File: src/rtl/id_head_tail_alloc.sv
// Outstanding-transaction ID table: one entry per in-flight ID with a
// saturating count; requests allocate/increment, last response beats release.
module id_head_tail_alloc #(
    parameter int NumIds   = 4,
    parameter int IdWidth  = 4,
    parameter int CntWidth = 3
) (
    input  logic               clk_i,
    input  logic               rst_ni,
    input  logic               req_valid_i,
    input  logic [IdWidth-1:0] req_id_i,
    output logic               req_ready_o,
    input  logic               rsp_valid_i,
    input  logic [IdWidth-1:0] rsp_id_i,
    input  logic               rsp_last_i,
    output logic               rsp_err_o,
    output logic               full_o,
    output logic               busy_o
);

    localparam logic [CntWidth-1:0] MaxCnt = '1;

    logic [NumIds-1:0]   free_q;
    logic [IdWidth-1:0]  id_q  [NumIds];
    logic [CntWidth-1:0] cnt_q [NumIds];
    logic                rsp_err_q;

    logic [NumIds-1:0] req_hit;
    logic [NumIds-1:0] rsp_hit;
    logic [NumIds-1:0] at_max;
    logic [NumIds-1:0] alloc_sel;
    logic [NumIds-1:0] inc;
    logic [NumIds-1:0] dec;
    logic              req_match;
    logic              rsp_match;
    logic              req_fire;

    always_comb begin
        req_hit = '0;
        rsp_hit = '0;
        at_max  = '0;
        for (int unsigned i = 0; i < NumIds; i++) begin
            req_hit[i] = !free_q[i] && (id_q[i] == req_id_i);
            rsp_hit[i] = !free_q[i] && (id_q[i] == rsp_id_i);
            at_max[i]  = (cnt_q[i] == MaxCnt);
        end
    end

    // Lowest set bit of the pre-edge free vector; entries freed this cycle are not visible here.
    assign alloc_sel = free_q & (~free_q + NumIds'(1));

    assign req_match   = |req_hit;
    assign rsp_match   = |rsp_hit;
    assign full_o      = &(~free_q);
    assign busy_o      = |(~free_q);
    assign req_ready_o = req_match ? ~|(req_hit & at_max) : ~full_o;
    assign req_fire    = req_valid_i & req_ready_o;
    assign rsp_err_o   = rsp_err_q;

    always_comb begin
        inc = '0;
        dec = '0;
        for (int unsigned i = 0; i < NumIds; i++) begin
            inc[i] = req_fire && (req_hit[i] || (!req_match && alloc_sel[i]));
            dec[i] = rsp_valid_i && rsp_last_i && rsp_hit[i];
        end
    end

    // Simultaneous increment and decrement of one entry cancel, so it stays allocated.
    always_ff @(posedge clk_i or negedge rst_ni) begin
        if (!rst_ni) begin
            free_q    <= '1;
            rsp_err_q <= 1'b0;
            for (int unsigned i = 0; i < NumIds; i++) begin
                id_q[i]  <= '0;
                cnt_q[i] <= '0;
            end
        end else begin
            rsp_err_q <= rsp_valid_i && !rsp_match;
            for (int unsigned i = 0; i < NumIds; i++) begin
                if (inc[i] && !dec[i]) begin
                    free_q[i] <= 1'b0;
                    id_q[i]   <= req_id_i;
                    cnt_q[i]  <= cnt_q[i] + 1'b1;
                end else if (dec[i] && !inc[i]) begin
                    cnt_q[i] <= cnt_q[i] - 1'b1;
                    if (cnt_q[i] == CntWidth'(1)) begin
                        free_q[i] <= 1'b1;
                    end
                end
            end
        end
    end

endmodule

File: config.mk
export PLATFORM = sky130hd
export DESIGN_NAME = id_head_tail_alloc
export DESIGN_NICKNAME = d
export VERILOG_FILES = /design/src/rtl/id_head_tail_alloc.sv
export SDC_FILE = /design/constraint.sdc
export NUM_CORES = 1
export LEC_CHECK = 0
export ABC_AREA = 1
export BUFFER_PORTS_ARGS = -buffer_cell sky130_fd_sc_hd__buf_2
export CAP_MARGIN = 30
export CORE_UTILIZATION = 61
export CTS_BUF_LIST = sky130_fd_sc_hd__clkbuf_16
export CTS_CLUSTER_SIZE = 24
export DETAILED_ROUTE_END_ITERATION = 12
export PLACE_DENSITY = 0.88
export SYNTH_ARGS = -nofsm -noshare
export SYNTH_HDL_FRONTEND = slang
export SYNTH_SLANG_ARGS = --single-unit
File: constraint.sdc
create_clock -name clk_i -period 2.6 [get_ports clk_i]
set_input_delay 0.52 -clock clk_i [delete_from_list [all_inputs] [get_ports clk_i]]
set_output_delay 0.52 -clock clk_i [all_outputs]
set_load 0.05 [all_outputs]
After elaboration in Yosys (flattened, before gate mapping)
Index checks and enable logic that the tools add are counted.
- bits in registers: 33
- word-level logic and storage cells: 130
- input bits: 13
- output and inout port bits: 4
- reduce and logical (&&, ||, !) cells: 66
- add/subtract/negate cells: 9
- mux-type cells: 21
- bitwise gates (word level): 5
- equal/unequal tests: 16
- operators with widths (operator ; count):
    $eq A4 B4 Y1 ; 8
    $logic_and A1 B1 Y1 ; 30
    $mux W3 ; 8
    $reduce_bool A2 Y1 ; 8
    $reduce_or A4 Y1 ; 4
    $logic_not A1 Y1 ; 15
    $mux W1 ; 13
    $add A3 B1 Y3 const B ; 4
    $eq A3 B1 Y1 const B ; 4
    $eq A3 B3 Y1 const B ; 4
    $sub A3 B1 Y3 const B ; 4
    $and A4 B4 Y4 ; 2
    $reduce_and A2 Y1 ; 4
    $add A4 B1 Y4 const B ; 1
    $logic_or A1 B1 Y1 ; 4
    $not A4 Y4 ; 1
    $reduce_and A4 Y1 ; 1
    $and A1 B1 Y1 ; 1
    $not A1 Y1 ; 1

Logic depth before layout (Yosys ltp)
Gate-level depths: netlist of the first run.
- word-level depth: 12
- gate-level depth with buffers: 17
- gate-level depth less buffers: 16

Least setup slack after synthesis of the first run
No wires, ideal clock.
- path kind: register -> register
- from: register free_q[0]
- to: register id_q[10] (netlist name)
- cell stages (with the launch flop): 10
- period minus slack after synthesis: 2301 ps
- path buffers: 1
- library setup time: 125 ps
- arrival: 2176 ps
- data required time: 2475 ps
- slack: 299 ps
- path through: dfstp_2 inv_1 nand3_1 nor2_1 nand2_4 nand3_4 nor2_1 ha_1 clkbuf_1 mux2_2
- elaborated cells on any way between the ends: 18
- classes of those cells: add/sub: 1; mux: 1; bitwise: 5; reduce/logical: 11
- RTL lines (what ; RTL line ; RTL):
    start, declared ; 23 ; logic [NumIds-1:0] free_q;
    start signal, assigned ; 72 ; free_q <= '1;
    start signal, assigned by index ; 82 ; free_q[i] <= 1'b0;
    start signal, assigned by index ; 88 ; free_q[i] <= 1'b1;
    $not A4 Y4 ; 54 ; assign full_o = &(~free_q);
    $reduce_and A4 Y1 ; 54 ;
    via full_o ; 17 ; output logic full_o,
    $not A1 Y1 ; 56 ; assign req_ready_o = req_match ? ~|(req_hit & at_max) : ~full_o;
    $mux W1 ; 56 ;
    $and A1 B1 Y1 ; 57 ; assign req_fire = req_valid_i & req_ready_o;
    $logic_and A1 B1 Y1 ; 64 ; inc[i] = req_fire && (req_hit[i] || (!req_match && alloc_sel[i]));
    $logic_and A1 B1 Y1 ; 81 ; if (inc[i] && !dec[i]) begin
    end signal, assigned by index ; 83 ; id_q[i] <= req_id_i;
    end, declared ; 24 ; logic [IdWidth-1:0] id_q [NumIds];
The timed path passes the listed nets, and every way through them passes these cells.
A chain may end at the register's enable or synchronous reset.

Worst setup path after layout of the first run
- from: register cnt_q[0] (netlist name)
- to: output port req_ready_o
- cells in the longest elaborated chain, start to end: 5
- ends and longest elaborated chain (what ; RTL line ; RTL):
    start, declared ; 25 ; logic [CntWidth-1:0] cnt_q [NumIds];
    start signal, assigned by index ; 84 ; cnt_q[i] <= cnt_q[i] + 1'b1;
    start signal, assigned by index ; 86 ; cnt_q[i] <= cnt_q[i] - 1'b1;
    $eq A3 B3 Y1 ; 45 ; at_max[i] = (cnt_q[i] == MaxCnt);
    $and A4 B4 Y4 ; 56 ;
    $reduce_or A4 Y1 ; 56 ;
    $logic_not A1 Y1 ; 56 ;
    $mux W1 ; 56 ;
    end, declared ; 12 ; output logic req_ready_o,
No other way between the ends.

==> results.sh, run 1 <==
export IMPL_status="finished clean"
export IMPL_wirelength_mm=5.251
export IMPL_firstDrtPassIters=4
export IMPL_synth_seq_cells=33
export IMPL_synth_compound_area_frac=0.1346
export IMPL_p_per_area_nw_per_um2=1208
export IMPL_port_buffers=16
export IMPL_num_antenna_cells=0
export IMPL_die_area_um2=4233
export IMPL_yosys_area_top_type="dfrtp_1"
export IMPL_finalInstanceArea_um2=2654
export IMPL_grt_pass1_vias=1954
export IMPL_clock_latency_ns=0.28
export IMPL_hold_ws_ns=0.3039
export IMPL_total_power_mw=3.206
export IMPL_die_h_um=65.07
export IMPL_antenna_found_initial=0
export IMPL_critPathLaunchType="register"
export IMPL_wl_per_cell_um=14.12
export IMPL_nNetsFinal=360
export IMPL_syn_inst=307
export IMPL_synth_cell_types=34
export IMPL_cts_tree="done"
export IMPL_clk_pin_slew_ns=0.05
export IMPL_fin_util=0.7089
export IMPL_cp_required_ns=2.08
export IMPL_cts_hold_buffers=0
export IMPL_yosys_top_cells_count="63 x nand2_1, 48 x inv_1, 31 x o21ai_0"
export IMPL_hold_viol=0
export IMPL_gr_usage_met1=0.3455
export IMPL_htreeDepth=2
export IMPL_ys_seq_area_frac=0.3424
export IMPL_worstPathMaxFanout=3
export IMPL_drc_errors=0
export IMPL_cp_end_kind="output pin"
export IMPL_io_pins=17
export IMPL_fill_cells=310
export IMPL_place_ws_ns=0.1747
export IMPL_drt_iter0_drc=135
export IMPL_tightest_slew_ns=0.7428
export IMPL_track_usage=0.2833
export IMPL_arrival_ns=1.87
export IMPL_ant_nets=0
export IMPL_yosysTopAreaCellShare=0.2991
export IMPL_min_delay_path_class="input port to asynchronous set/reset pin"
export IMPL_async_flop_share=1.000
export IMPL_synth_simple_area_share=0.2233
export IMPL_gp_congestion=0.9334
export IMPL_place_hpwl_mm=3.991
export IMPL_r2r_start="cnt_q[0]"
export IMPL_start_util=0.6481
export IMPL_synthFlopType="dfrtp_1"
export IMPL_period_minus_slack_ns=2.387
export IMPL_cp_startpoint="cnt_q[0]"
export IMPL_vias=2065
export IMPL_yosysWarnings=0
export IMPL_final_setup_viol_count=0
export IMPL_cts_buffers=5
export IMPL_num_rows=22
export IMPL_gr_total_overflow=0
export IMPL_globalRouteMet2Util=0.4596
export IMPL_synth_top_family_by_area="simple AND/OR/NAND/NOR gates"
export IMPL_fin_cells=372
export IMPL_clock_path_buffers=2
export IMPL_fmax_ghz=0.4189
export IMPL_netlist_area_um2=2426
export IMPL_synth_edf_count=0
export IMPL_setup_slack_ns=0.2128
export IMPL_yosys_cell_count_top_type="nand2_1"
export IMPL_maxSlewViolCount=0
export IMPL_routed_via_density=5.551
export IMPL_path_cells="ha_1, ha_1, nand4_1, nand2_1, nor2_2, nand2_1, inv_1, buf_2"
export IMPL_leakagePower_nw=1.377
export IMPL_skew_ns=0.003691
export IMPL_cp_slowest_stage_delay_ns=0.39
export IMPL_syn_avg_cell_area_um2=7.903
export IMPL_peakVddDrop_uv=783.5
export IMPL_syn2layout_area_growth_pct=9.386
export IMPL_synthTopCellsByArea="dfrtp_1 30%, ha_1 12%, nand2_1 9.7%, inv_1 7.4%, o21ai_0 6.4%"
export IMPL_rsz0062_at_grt="false"
export IMPL_met3_usage=0.07570
export IMPL_busiest_layer="met2"
export IMPL_synth_xor_area_frac=0.05054
export IMPL_design_core_area_um2=3744
export IMPL_cts_sinks=33
export IMPL_syn_nets=344
export IMPL_post_cts_buffers=0
export IMPL_relSlewSlack=0.5048
export IMPL_cts_resized=0
export IMPL_layout_drive_gt1_share=0.1481
export IMPL_crit_type="register to output pin"
export IMPL_period_share=0.9181
export IMPL_setup_tns_final_ns=0
export IMPL_die_w_um=65.07
export IMPL_dpl_instance_area_um2=2516
export IMPL_cts_root_buf="clkbuf_16"
export IMPL_numPlacedInstances=364
export IMPL_multi_input_area_um2=1354
export IMPL_cp_slowest_cell="dfrtp_1"
export IMPL_synthMuxAreaShare=0.02579
export IMPL_grt_pass1_wl_mm=8.914
export IMPL_area_sequential_um2=830.8
export IMPL_grt_max_degree=34
export IMPL_cap_violations=0
export IMPL_synthAdderAreaFrac=0.1238
-- cell families after synthesis --
| logic type | after synthesis |
|---|---|
| fa+ha+maj | 24 |
| mux | 6 |
| simple gates | 114 |
| flops | 33 |
| xor+xnor | 14 |
| compound gates | 59 |
| buf+inv | 57 |
-- report_power, final --
part	leakage, nW	internal [mW]	switching [mW]
clock	0.0687	0.346	0.213
combinational	0.913	0.625	0.967
sequential	0.396	0.802	0.254
total	1.38	1.77	1.43
-- metal layers --
metal,wire [µm],share of wire,vias to the layer above
met5,0,0,-
met4,191,0.036,0
met3,334,0.064,21
met2,2506,0.48,66
met1,2219,0.42,957
li1,-,-,1021
-- critical path: cells and delay by family (launching register included) --
family,cells,cell delay [ns]
AND/OR/NAND/NOR,4,0.46
adder cells (fa/ha/maj),2,0.44
flip-flops,1,0.39
buffers and inverters,2,0.30
-- path summary, 6_finish.rpt --
check                              end  slack [ns]  cells after the start
setup / recovery           req_ready_o        0.21                      8
hold / removal                 id_q[5]        0.30                      1
setup reg to reg              id_q[10]        0.34                      9
hold reg to reg               cnt_q[7]        0.53                      2
max in group asynchronous     cnt_q[9]        1.82                      1
min in group clk_i           rsp_err_o        0.50                      3
-- layout make-up --
class	instances	area share
clock buffers	5	0.04715
clock inverters	3	0.004715
inverters	49	0.06931
multi-input cells	217	0.5101
flip-flops and latches	33	0.3131
well taps	48	0.02263
repair buffers	17	0.03300
-- state kept, by name, summed over array words and instances, names as in the netlist --
register,flops
rsp_err_o,1
cnt_q,12
free_q,4
id_q,16
-- layout by cell type, fill, tap and decap left out, drive strengths merged, types with 4 or more instances in the layout --
master,count
a21oi,13
buf,17
clkbuf,5
dfrtp,29
dfstp,4
ha,24
inv,49
mux2i,4
nand2,68
nand3,7
nand4,8
nor2,25
o211ai,4
o21ai,33
xnor2,10
xor2,4
Power figures use the tool's default switching activity.
==> run 2: changes to the inputs <==
- BUFFER_PORTS_ARGS: -buffer_cell sky130_fd_sc_hd__buf_2 -> -buffer_cell sky130_fd_sc_hd__clkbuf_2
- CORE_MARGIN: default -> 2
- SETUP_SLACK_MARGIN: default -> 0.02
==> run 2 against run 1 <==
Compared with the run above:
- clock-buffer cell count stayed put
- core utilization unchanged
- clock skew barely moved
- clock power barely moved
- fmax fell by 0.80%
- flip-flop and latch count did not move
- register-to-register slack lost 0.03 ns
- combinational power barely moved
- via count increased by 2.1%
- final area unchanged
- first-iteration DRC count rose by 79%
- largest power group unchanged
- sequential share of layout area unchanged
==> results.sh, run 2 (same netlist as run 1, synthesis figures left out) <==
export IMPL_die_w_um=67.07
export IMPL_grt_pass1_vias=2069
export IMPL_wl_per_cell_um=14.27
export IMPL_status="finished clean"
export IMPL_internal_power_mw=1.766
export IMPL_pwr_share_clk=0.176
export IMPL_final_setup_viol_count=0
export IMPL_fmax_ghz=0.4156
export IMPL_p_per_area_nw_per_um2=1201
export IMPL_place_hpwl_mm=3.950
export IMPL_track_usage=0.2722
export IMPL_cp_end_kind="output pin"
export IMPL_vias=2108
export IMPL_gr_total_overflow=0
export IMPL_min_delay_path_class="input port to asynchronous set/reset pin"
export IMPL_mostFrequentLayoutCell="nand2_1"
export IMPL_num_antenna_cells=0
export IMPL_hold_viol=0
export IMPL_largest_reg_flops=16
export IMPL_firstDrtPassIters=5
export IMPL_rsz0062_at_grt="false"
export IMPL_skew_ns=0.004102
export IMPL_arrival_ns=1.89
export IMPL_largest_registers="id_q: 16 flops, cnt_q: 12 flops, free_q: 4 flops"
export IMPL_drc_errors=0
export IMPL_die_area_um2=4498
export IMPL_design_core_area_um2=3744
export IMPL_tightest_slew_ns=0.8225
export IMPL_die_h_um=67.07
export IMPL_routed_via_density=5.667
export IMPL_cap_violations=0
export IMPL_fin_cells=372
export IMPL_critPathLaunchType="register"
export IMPL_cts_sinks=33
export IMPL_pwr_share_seq=0.329
export IMPL_peakVddDrop_uv=704.9
export IMPL_setup_tns_final_ns=0
export IMPL_leakagePower_nw=1.382
export IMPL_cts_root_buf="clkbuf_16"
export IMPL_relSlewSlack=0.4517
export IMPL_top_register="id_q"
export IMPL_maxSlewViolCount=0
export IMPL_num_rows=22
export IMPL_p_comb_frac=0.496
export IMPL_crit_type="register to output pin"
export IMPL_antenna_found_initial=0
export IMPL_post_cts_buffers=0
export IMPL_clock_path_buffers=2
export IMPL_wirelength_mm=5.307
export IMPL_cp_slowest_stage_delay_ns=0.60
export IMPL_clk_pin_slew_ns=0.05
export IMPL_cts_resized=0
export IMPL_period_minus_slack_ns=2.406
export IMPL_drt_iter0_drc=242
export IMPL_cts_buffers=5
export IMPL_netSwitchingFraction=0.4459
export IMPL_p_sw_mw=1.421
export IMPL_clock_latency_ns=0.28
export IMPL_port_buffers=16
export IMPL_htreeDepth=2
export IMPL_cp_required_ns=2.08
export IMPL_hold_ws_ns=0.3203
export IMPL_worstPathMaxFanout=6
export IMPL_cts_tree="done"
export IMPL_nNetsFinal=360
export IMPL_grt_pass1_wl_mm=9.121
export IMPL_gp_congestion=0.9492
export IMPL_grt_max_degree=34
export IMPL_cts_hold_buffers=0
export IMPL_io_pins=17
export IMPL_start_util=0.6481
export IMPL_ant_nets=0
export IMPL_numPlacedInstances=364
export IMPL_period_share=0.9255
export IMPL_fill_cells=303
export IMPL_layout_drive_gt1_share=0.1481
export IMPL_path_cells="inv_1, nand2_1, nor2_2, nand3_2, nand2_2, nor2_4, nand2_4, nand2_1, inv_1, clkbuf_2"
export IMPL_total_power_mw=3.187
export IMPL_cp_slowest_cell="dfstp_2"
export IMPL_syn2layout_area_growth_pct=9.386
export IMPL_layout_common_cells="63 x nand2_1, 48 x inv_1, 31 x o21ai_0"
[run 2: cell count changes in the layout (fill, tap and decap cells not counted), sizes merged]
| cell | delta |
|---|---|
| clkbuf | +16 |
| buf | -16 |
[run 2: area by class of cell]
| class | instances | area [µm²] | share of cell area |
|---|---|---|---|
| Sequential cell | 33 | 830.8 | 0.3131 |
| Tap cell | 48 | 60.06 | 0.02263 |
| Multi-Input combinational cell | 217 | 1354 | 0.5101 |
| Clock inverter | 3 | 12.51 | 0.004715 |
| Inverter | 49 | 183.9 | 0.06931 |
| Clock buffer | 5 | 125.1 | 0.04715 |
| Timing Repair Buffer | 17 | 87.58 | 0.03300 |
[run 2: metrics by stage]
step	worst slack (ns)	area, µm²	utilization
floorplan	0.2991	2426	-
global placement	0.1558	2516	0.6721
detailed placement	0.08336	2516	0.6721
CTS	0.1891	2654	0.7089
global route	0.05563	2654	0.7089
finish	0.1936	2654	0.7089
[run 2: critical path: cells and delay by family, from the launching register on]
kind / cells / cell delay [ns]
AND/OR/NAND/NOR: 7 / 0.64
flip-flops: 1 / 0.60
buffers and inverters: 3 / 0.37
[run 2: power groups by stage]
stage          Sequential (mW)  Clock, mW  Combinational [mW]
5_1_grt                   1.09      0.590                1.80
2_1_floorplan             1.00          0                1.24
3_3_place_gp              1.04          0                1.50
4_1_cts                   1.04      0.562                1.58
3_5_place_dp              1.05          0                1.56
6_report                  1.05      0.560                1.58
[run 2: worst paths after layout]
path                       cells after the start  slack, ns     endpoint         from
min                                            1       0.32      id_q[7]       rst_ni
min in group clk_i                             3       0.52    rsp_err_o  rsp_valid_i
min reg2reg                                    2       0.53     cnt_q[1]     cnt_q[1]
max reg2reg                                   10       0.31     id_q[10]    free_q[0]
max                                           10       0.19  req_ready_o    free_q[0]
max in group asynchronous                      1       1.75     id_q[11]       rst_ni
[run 2: per-layer routing]
layer  GRT usage  vias up  part of all wire
met5           0        -                 0
met4     0.09694        0             0.018
met3     0.05236       13             0.052
met2      0.4715       76              0.49
met1      0.3330      998              0.44
li1            -     1021                 -
